--- config.mk ---
export PLATFORM = sky130hd
export DESIGN_NAME = id_ex_pipe
export DESIGN_NICKNAME = d
export VERILOG_FILES = /design/src/rtl/id_ex_pipe.sv
export SDC_FILE = /design/constraint.sdc
export NUM_CORES = 1
export LEC_CHECK = 0
export ABC_AREA = 0
export CAP_MARGIN = 20
export CORE_MARGIN = 2
export CORE_UTILIZATION = 50
export CTS_BUF_LIST = sky130_fd_sc_hd__clkbuf_8
export DETAILED_ROUTE_END_ITERATION = 16
export DONT_BUFFER_PORTS = 1
export PLACE_DENSITY = 0.69
export SLEW_MARGIN = 20
export SYNTH_ARGS = -nofsm -noshare
export SYNTH_HDL_FRONTEND = slang
export SYNTH_SLANG_ARGS = --single-unit
--- constraint.sdc ---
create_clock -name clk -period 1.45 [get_ports clk]
set_input_delay 0.0725 -clock clk [delete_from_list [all_inputs] [get_ports clk]]
set_output_delay 0.0725 -clock clk [all_outputs]
set_load 0.05 [all_outputs]
--- src/rtl/id_ex_pipe.sv ---
// ID/EX stage: selects and registers the ALU operands behind a 2-entry skid buffer.
// Build option FWD_EN: result forwarding into the captured and held rs1/rs2 operands.
module id_ex_pipe #(
  parameter int XLEN   = 32,
  parameter int REG_AW = 5
) (
  input  logic              clk,
  input  logic              rst_n,
  input  logic              flush,
  input  logic              in_valid,
  output logic              in_ready,
  input  logic [XLEN-1:0]   in_pc,
  input  logic [XLEN-1:0]   in_rs1_data,
  input  logic [XLEN-1:0]   in_rs2_data,
  input  logic [XLEN-1:0]   in_imm,
  input  logic [3:0]        in_alu_ctr,
  input  logic              in_a_sel,
  input  logic              in_b_sel,
  input  logic [REG_AW-1:0] in_rs1,
  input  logic [REG_AW-1:0] in_rs2,
  input  logic [REG_AW-1:0] in_rd,
  input  logic              in_reg_wen,
  input  logic              fwd_valid,
  input  logic [REG_AW-1:0] fwd_rd,
  input  logic [XLEN-1:0]   fwd_data,
  output logic              out_valid,
  input  logic              out_ready,
  output logic [3:0]        alu_ctr,
  output logic [XLEN-1:0]   a,
  output logic [XLEN-1:0]   b,
  output logic [XLEN-1:0]   out_pc,
  output logic [XLEN-1:0]   out_rs2_data,
  output logic [REG_AW-1:0] out_rd,
  output logic              out_reg_wen
);

  typedef struct packed {
    logic [3:0]        alu_ctr;
    logic [XLEN-1:0]   a;
    logic [XLEN-1:0]   b;
    logic [XLEN-1:0]   pc;
    logic [XLEN-1:0]   rs2_data;
    logic [REG_AW-1:0] rd;
    logic              reg_wen;
`ifdef FWD_EN
    logic [REG_AW-1:0] rs1;
    logic [REG_AW-1:0] rs2;
    logic              a_sel;
    logic              b_sel;
`endif
  } entry_t;

  logic   main_valid_q, main_valid_d;
  logic   skid_valid_q, skid_valid_d;
  logic   in_ready_q;
  entry_t main_q, main_d;
  entry_t skid_q, skid_d;
  entry_t in_entry;
  entry_t main_held, skid_held;
  logic   accept, advance;
  logic [XLEN-1:0] rs1_eff, rs2_eff;

`ifdef FWD_EN
  // Register 0 is hardwired, so a writer targeting rd=0 never forwards.
  function automatic logic fwd_hit(input logic              v,
                                   input logic [REG_AW-1:0] frd,
                                   input logic [REG_AW-1:0] idx);
    return v && (frd != '0) && (frd == idx);
  endfunction

  function automatic entry_t snoop(input entry_t            e,
                                   input logic              v,
                                   input logic [REG_AW-1:0] frd,
                                   input logic [XLEN-1:0]   fd);
    entry_t r;
    r = e;
    if (fwd_hit(v, frd, e.rs1) && !e.a_sel) r.a = fd;
    if (fwd_hit(v, frd, e.rs2)) begin
      r.rs2_data = fd;
      if (!e.b_sel) r.b = fd;
    end
    return r;
  endfunction
`else
  logic unused_fwd;
  assign unused_fwd = ^{fwd_valid, fwd_rd, fwd_data, in_rs1, in_rs2};
`endif

  always_comb begin
    rs1_eff = in_rs1_data;
    rs2_eff = in_rs2_data;
`ifdef FWD_EN
    if (fwd_hit(fwd_valid, fwd_rd, in_rs1)) rs1_eff = fwd_data;
    if (fwd_hit(fwd_valid, fwd_rd, in_rs2)) rs2_eff = fwd_data;
`endif
    in_entry          = '0;
    in_entry.alu_ctr  = in_alu_ctr;
    in_entry.a        = in_a_sel ? in_pc : rs1_eff;
    in_entry.b        = in_b_sel ? in_imm : rs2_eff;
    in_entry.pc       = in_pc;
    in_entry.rs2_data = rs2_eff;
    in_entry.rd       = in_rd;
    in_entry.reg_wen  = in_reg_wen;
`ifdef FWD_EN
    in_entry.rs1      = in_rs1;
    in_entry.rs2      = in_rs2;
    in_entry.a_sel    = in_a_sel;
    in_entry.b_sel    = in_b_sel;
`endif
  end

`ifdef FWD_EN
  assign main_held = snoop(main_q, fwd_valid, fwd_rd, fwd_data);
  assign skid_held = snoop(skid_q, fwd_valid, fwd_rd, fwd_data);
`else
  assign main_held = main_q;
  assign skid_held = skid_q;
`endif

  assign accept  = in_valid & in_ready_q;
  assign advance = ~main_valid_q | out_ready;

  // in_ready_q mirrors ~skid_valid_q, so the skid is never written while it is full.
  always_comb begin
    main_d       = main_held;
    skid_d       = skid_held;
    main_valid_d = main_valid_q;
    skid_valid_d = skid_valid_q;
    if (advance) begin
      if (skid_valid_q) begin
        main_d       = skid_held;
        main_valid_d = 1'b1;
        skid_valid_d = 1'b0;
      end else begin
        main_valid_d = accept;
        if (accept) main_d = in_entry;
      end
    end else if (accept) begin
      skid_d       = in_entry;
      skid_valid_d = 1'b1;
    end
    if (flush) begin
      main_valid_d = 1'b0;
      skid_valid_d = 1'b0;
    end
  end

  always_ff @(posedge clk or negedge rst_n) begin
    if (!rst_n) begin
      main_valid_q <= 1'b0;
      skid_valid_q <= 1'b0;
      in_ready_q   <= 1'b1;
      main_q       <= '0;
      skid_q       <= '0;
    end else begin
      main_valid_q <= main_valid_d;
      skid_valid_q <= skid_valid_d;
      in_ready_q   <= ~skid_valid_d;
      main_q       <= main_d;
      skid_q       <= skid_d;
    end
  end

  assign in_ready     = in_ready_q;
  assign out_valid    = main_valid_q;
  assign alu_ctr      = main_q.alu_ctr;
  assign a            = main_q.a;
  assign b            = main_q.b;
  assign out_pc       = main_q.pc;
  assign out_rs2_data = main_q.rs2_data;
  assign out_rd       = main_q.rd;
  assign out_reg_wen  = main_q.reg_wen;

endmodule

# After elaboration in Yosys (flattened, before gate mapping)
# Index checks and enable logic that the tools add are counted.
# totals
ff_bits	279
input_bits	193
output_inout_bits	140
elab_cells	36
# op_classes
muxes	10
n_bitwise	5
n_reduce_logical	4
# ops
operator	n
138-bit 2-to-1 mux	2
32-bit 2-to-1 mux	2
1-bit 2-to-1 mux	6
2-bit AND reduction	2
2-bit nonzero test	2
1-bit NOT	3
1-bit bitwise AND	1
1-bit OR	1

# Logic depth before layout (Yosys ltp)
# Gate-level depths: netlist of run 1.
# logic_depth
ltp_word	5
mapped_depth	6
depth_no_buf	3

# Least setup slack after synthesis of run 1
# No wires, ideal clock.
# synth_path
path_kind	reg-to-reg
from	register in_ready_q, in the netlist in_ready
to	register skid_q (netlist bit skid_held[57])
setup_ns	0.128
arrival_time_ns	1.508
required_time_ns	1.322
path_slack_ns	-0.186
path_stages_with_launch	5
n_path_buf	2
synth_period_minus_slack_ns	1.636
cell_sequence	dfstp_2 nand4b_4 buf_6 buf_4 mux2_1
# synth_between
elab_chain_len	2
# synth_lines
element	line_no	rtl
from (decl)	55	logic in_ready_q;
from (signal assigned)	158	in_ready_q <= ~skid_valid_d;
1-bit bitwise AND	120	assign accept = in_valid & in_ready_q;
2-bit AND reduction (no source line)	-	
to (signal assigned)	160	skid_q <= skid_d;
to (decl)	57	entry_t skid_q, skid_d;
# Every way passes these cells.
# A chain may end at the register's enable or synchronous reset.

# Final worst setup path of run 1
# layout_path
from	register in_ready_q, in the netlist in_ready
to	register skid_q (netlist bit skid_held[64])
# The elaborated chain is that of the path after synthesis.

==> results.cfg, run 1 <==
[run_status]
status = complete, but fails checks
violations = hold timing, setup timing

[clocking]
clock-root-buffer = clkbuf_8
insertion_delay_ps = 570
ctsHoldBuffers = 205
cts_buffers = 46
cts_sinks = 279
path_clk_slew_ps = 70
cts.htree.levels = 2
cts_tree = built
ctsLongestPathBuffers = 3

[yosys]
syn_area_mm2 = 0.0127
ys_seq_area_share_pct = 55.0
syn_area_per_cell_um2 = 12.7
synth_seq_cells = 279
synthCells = 1002
yosysWarnings = 0
synth_cell_types = 27
synth_fp_nets = 1195

[timing]
finalSetupViolCount = 254
slew_viol_final = 0
worst_slew_pin_slew_ps = 1070
fmax_mhz = 613
hold_ws_ps = -774
slew-limit-headroom_pct = 28.4
setup_slack_ps = -180
rsz0062_at_grt = true
timing.final.hold_violations = 279
period_needed_ps = 1630
setup_tns_ps = -23960
period_share_pct = 112
skew_ps = 32.8

[layout]
layout_common_cells = dfrtp_1, dlygate4sd3_1, buf_4
finish.utilization_pct = 78.1
final_cells = 1775
final_common_cell = dfrtp_1
nFillCells = 1314
drive_above_1_share_pct = 43.8
n_antenna_cell = 0
area_growth_pct = 54.1
final_nets = 1605

[critical_path]
crit_path_start = in_ready$_DFF_PN1_
path_cells = nand4b_4, buf_6, clkbuf_16, mux2_4
crit_required_ps = 1880
ff2ff_setup_slack_ps = -180
critPathMaxFanout = 6
crit_family = flip-flops
crit_path_max_incr_delay_ps = 650
crit_type = reg -> reg
arrival_ps = 2060
crit_slowest_cell = dfstp_4
r2r-start = in_ready$_DFF_PN1_
end_kind = register
start_kind = register
cp.buffers_inverters = 2

[floorplan]
die_y_um = 163
die_area_mm2 = 0.0267
die_w_um = 163
ios = 333
start_util_pct = 50.7
row_count = 58
coreArea_mm2 = 0.0250

[routing]
drc = 0
vias_per_cell = 6.00
vias = 10600
route.detailed.wl_per_inst_um = 26.1
finalWirelength_mm = 46.3
drt_iter0_drc = 921
drtAntennaViolNets = 0
drt_pre_antenna_iters = 5

[grt]
grt_pass1_vias = 10400
grt_pass1_wl_mm = 57.8
antenna_found_initial = 0
overflow = 0
track_usage_pct = 27.7
grt_start_max_net_pins = 280

[pwr]
powerDensity_mw_per_mm2 = 1260
total_power_w = 0.0246
irDropWorstVdd_mv = 0.920
p_leak_nw = 8.71

[placement]
dp.cells = 1415
port_buffers = 0
place_congestion = 0.802
dpl.hpwl_mm = 19.7
dp_slack_ps = -162

[worst_hold_path]
hold_path.class = in -> async

[run]
drv_cap = 0
## path summary, 6_finish.rpt
path                                              endpoint  cells past startpoint
worst max-delay path             skid_held[64]$_DFFE_PN0P_                      4
worst min-delay path                out_pc[22]$_DFFE_PN0P_                      0
worst max register to register   skid_held[64]$_DFFE_PN0P_                      4
worst min register to register  skid_held[128]$_DFFE_PN0P_                      2
max in group asynchronous           skid_valid_q$_DFF_PN0_                      0
min in group clk                 skid_held[68]$_DFFE_PN0P_                      3
## metrics by stage
| step | hold slack, ps | area [µm²] |
|---|---|---|
| floorplan | -223 | 12700 |
| detailed placement | -210 | 14100 |
| global route | -804 | 19600 |
| finish | -774 | 19600 |
| CTS | -805 | 17700 |
| global placement | -209 | 14100 |
## per-layer routing
layer / vias up / global-route usage, % / part of all wire [%]
met5: - / 0 / 0
met4: 0 / 10.2 / 4.9
met3: 184 / 7.03 / 8.1
met2: 569 / 45.9 / 50
met1: 5392 / 35.3 / 37
li1: 4503 / - / -
## report_power, final
part | switching, W | leakage (nW) | total [W] | internal [W]
Combinational | 0.00400 | 4.79 | 0.00720 | 0.00320
Sequential | 0.00130 | 3.38 | 0.0107 | 0.00935
Clock | 0.00325 | 0.531 | 0.00679 | 0.00354
## kinds of logic after synthesis
| family | Yosys count | synth area share (%) |
|---|---|---|
| mux | 314 | 26.5 |
| buf+inv | 87 | 4.31 |
| flops | 279 | 55.0 |
| compound gates | 291 | 12.6 |
| simple gates | 31 | 1.52 |
## layout make-up
class                           count  area (µm²)  share of cell area (%)
Clock buffer                       54         743                    3.80
Clock inverter                     27         135                   0.691
Inverter                            2        20.0                   0.102
Multi-Input combinational cell    636        6120                    31.3
Sequential cell                   279        6990                    35.8
Tap cell                          330         413                    2.11
Timing Repair Buffer              447        5120                    26.2
## timing repair
| item | CTS | global route |
|---|---|---|
| setup endpoints to repair | 264 | 275 |
| pin swaps | 9 | 107 |
| hold endpoints to repair | 547 | 279 |
| setup buffers | 9 | 22 |
| gates resized for setup | 179 | 307 |
| cloned | 11 | 33 |
## synth_stat cells
cell type | instances | area [µm²]
buf_2 | 17 | 85.1
inv_2 | 2 | 7.51
a21oi_2 | 1 | 8.76
or3_4 | 1 | 11.3
clkbuf_4 | 2 | 15.0
clkbuf_2 | 9 | 45.0
buf_6 | 8 | 90.1
dfrtp_1 | 278 | 6960
nor2b_1 | 13 | 81.3
clkbuf_1 | 19 | 71.3
a2111oi_2 | 9 | 135
nand2b_1 | 1 | 6.26
nand2_1 | 13 | 48.8
buf_4 | 29 | 218
a21oi_1 | 1 | 5.00
o21ai_1 | 33 | 165
a2111oi_1 | 4 | 40.0
a21o_1 | 13 | 97.6
mux2i_1 | 138 | 1380
nand4b_4 | 1 | 23.8
nand2b_4 | 1 | 13.8
o21ai_0 | 230 | 1150
dfstp_2 | 1 | 26.3
mux2_2 | 143 | 1610
and2b_1 | 1 | 7.51
mux2_1 | 33 | 372
buf_8 | 1 | 15.0
## registers in the layout, summed over array words and instances (netlist names)
| name | count |
|---|---|
| alu_ctr | 4 |
| skid_held | 138 |
| out_rs2_data | 32 |
| b | 32 |
| a | 32 |
| out_pc | 32 |
| out_rd | 5 |
| in_ready | 1 |
| skid_valid_q | 1 |
| out_valid | 1 |
| out_reg_wen | 1 |
Note: power is estimated with default switching activity, not from simulation.
==> inputs of run 2 (changes only) <==
--- a/config.mk
+++ b/config.mk
@@ -12,7 +12,7 @@
 export CTS_BUF_LIST = sky130_fd_sc_hd__clkbuf_8
 export DETAILED_ROUTE_END_ITERATION = 16
 export DONT_BUFFER_PORTS = 1
-export PLACE_DENSITY = 0.69
+export PLACE_DENSITY = 0.66
 export SLEW_MARGIN = 20
 export SYNTH_ARGS = -nofsm -noshare
 export SYNTH_HDL_FRONTEND = slang
==> constraint.sdc (replaced) <==
create_clock -name clk -period 1.5 [get_ports clk]
set_input_delay 0.075 -clock clk [delete_from_list [all_inputs] [get_ports clk]]
set_output_delay 0.075 -clock clk [all_outputs]
set_load 0.05 [all_outputs]
==> results.cfg, run 2 (same netlist as run 1, synthesis figures left out) <==
[run_status]
status = complete, but fails checks
violations = hold timing, setup timing

[floorplan]
coreArea_mm2 = 0.0250
die_y_um = 163
row_count = 58
die_w_um = 163
die_area_mm2 = 0.0267
start_util_pct = 50.7
ios = 333

[clocking]
cts.htree.levels = 2
clock-root-buffer = clkbuf_8
cts_tree = built
insertion_delay_ps = 540
ctsHoldBuffers = 206
path_clk_slew_ps = 60
ctsLongestPathBuffers = 3
cts_buffers = 47
cts_sinks = 279

[layout]
drive_above_1_share_pct = 34.7
final_nets = 1561
layout_common_cells = dfrtp_1, dlygate4sd3_1, buf_4
largest_reg_flops = 138
area_growth_pct = 41.3
nFillCells = 1648
final_common_cell = dfrtp_1
design_area_mm2 = 0.0179

[critical_path]
crit_type = reg -> reg
r2r-start = in_ready$_DFF_PN1_
arrival_ps = 2110
critPathMaxFanout = 5
start_kind = register
crit_path_start = in_ready$_DFF_PN1_
end_kind = register
crit_required_ps = 1950

[timing]
slew-limit-headroom_pct = 46.1
rsz0062_at_grt = true
setup_tns_ps = -15020
setup_slack_ps = -159
period_needed_ps = 1660
worst_slew_pin_slew_ps = 809
hold_ws_ps = -764
timing.final.hold_violations = 279
fmax_mhz = 603
slew_viol_final = 0
finalSetupViolCount = 221
period_share_pct = 111
skew_ps = 15.9

[worst_hold_path]
hold_path.class = in -> async

[routing]
vias = 9833
drt_pre_antenna_iters = 5
drt_iter0_drc = 774
finalWirelength_mm = 38.1
vias_per_cell = 5.67
drc = 0
route.detailed.wl_per_inst_um = 22.0
drtAntennaViolNets = 0

[pwr]
p_switching_w = 0.00762
p_leak_nw = 8.11
clockPowerShare_pct = 30.2
power_switching_share_pct = 32.8
total_power_w = 0.0232
powerDensity_mw_per_mm2 = 1290
seq_power_share_pct = 43.5
p_int_w = 0.0156
pwr-share-comb_pct = 26.3
irDropWorstVdd_mv = 1.02

[grt]
grt_pass1_vias = 9932
overflow = 0
antenna_found_initial = 2
grt_start_max_net_pins = 280
grt_pass1_wl_mm = 54.2
track_usage_pct = 25.6

[placement]
post_dp_cell_area_mm2 = 0.0141
port_buffers = 0
dpl.hpwl_mm = 19.8
place_congestion = 0.777

[run]
drv_cap = 0
## run 2: cell types whose count changed in the layout (fill, tap and decap cells not counted), moves of 11 or more
| cell | previous run | this run |
|---|---|---|
| o21ai_2 | 132 | 46 |
| o21ai_0 | 10 | 109 |
| a2111oi_2 | 0 | 11 |
| a2111oi_4 | 13 | 2 |
| o21ai_4 | 16 | 5 |
| clkbuf_16 | 22 | 8 |
| buf_16 | 17 | 2 |
## run 2: per-layer routing
metal  global-route usage [%]  routed length [µm]  part of all wire (%)  up-vias
li1                         -                   -                     -     4395
met1                     33.6               15800                    41     4969
met2                     41.9               18700                    49      389
met3                     6.45                2520                   6.6       80
met4                     8.05                1110                   2.9        0
met5                        0                   0                     0        -
## run 2: through the flow
step	util [%]	hold slack, ps	worst slack, ps	cells
global placement	56.4	-211	-62.7	1417
CTS	69.1	-791	-102	1711
detailed placement	56.4	-213	-91.7	1417
floorplan	-	-221	-76.8	1002
global route	71.6	-801	-206	1735
finish	71.6	-764	-159	1735
## run 2: final timing paths
| kind | to | slack, ps | cells past startpoint |
|---|---|---|---|
| max in group asynchronous | out_pc[8]$_DFFE_PN0P_ | 1580 | 0 |
| min in group clk | skid_held[132]$_DFFE_PN0P_ | 50 | 3 |
| worst max register to register | alu_ctr[0]$_DFFE_PN0P_ | -160 | 7 |
| worst min-delay path | out_pc[25]$_DFFE_PN0P_ | -760 | 0 |
| worst min register to register | skid_held[120]$_DFFE_PN0P_ | 490 | 2 |
| worst max-delay path | alu_ctr[0]$_DFFE_PN0P_ | -160 | 7 |
## run 2: final cells by class
type | count | area [µm²] | share of cell area [%]
Tap cell | 330 | 413 | 2.30
Antenna cell | 2 | 5.00 | 0.0279
Inverter | 2 | 10.0 | 0.0558
Timing Repair Buffer | 401 | 4070 | 22.7
Multi-Input combinational cell | 637 | 5470 | 30.5
Sequential cell | 279 | 6990 | 39.0
Clock inverter | 24 | 153 | 0.851
Clock buffer | 60 | 826 | 4.60
## run 2: power groups by stage
stage / clock (W) / combinational (W) / sequential [W]
floorplan: 0 / 0.00192 / 0.0117
global placement: 0 / 0.00488 / 0.0101
detailed placement: 0 / 0.00497 / 0.0101
CTS: 0.00707 / 0.00561 / 0.0100
global route: 0.00753 / 0.00643 / 0.0103
finish: 0.00701 / 0.00610 / 0.0101
## run 2: worst max-delay path, cell delays in order (launching register included)
cell,delay [ps]
dfstp_4,630
buf_6,110
a21oi_4,70
nand2b_4,180
buf_8,160
buf_4,140
buf_6,130
o21ai_0,150
## run 2: what timing repair did
item                                   CTS  global route
gates cloned                             2            15
setup endpoints to repair              195           252
setup buffers                            2             7
gates resized for setup                 50           159
pin swaps                                3            19
endpoints found under the hold margin  546           279
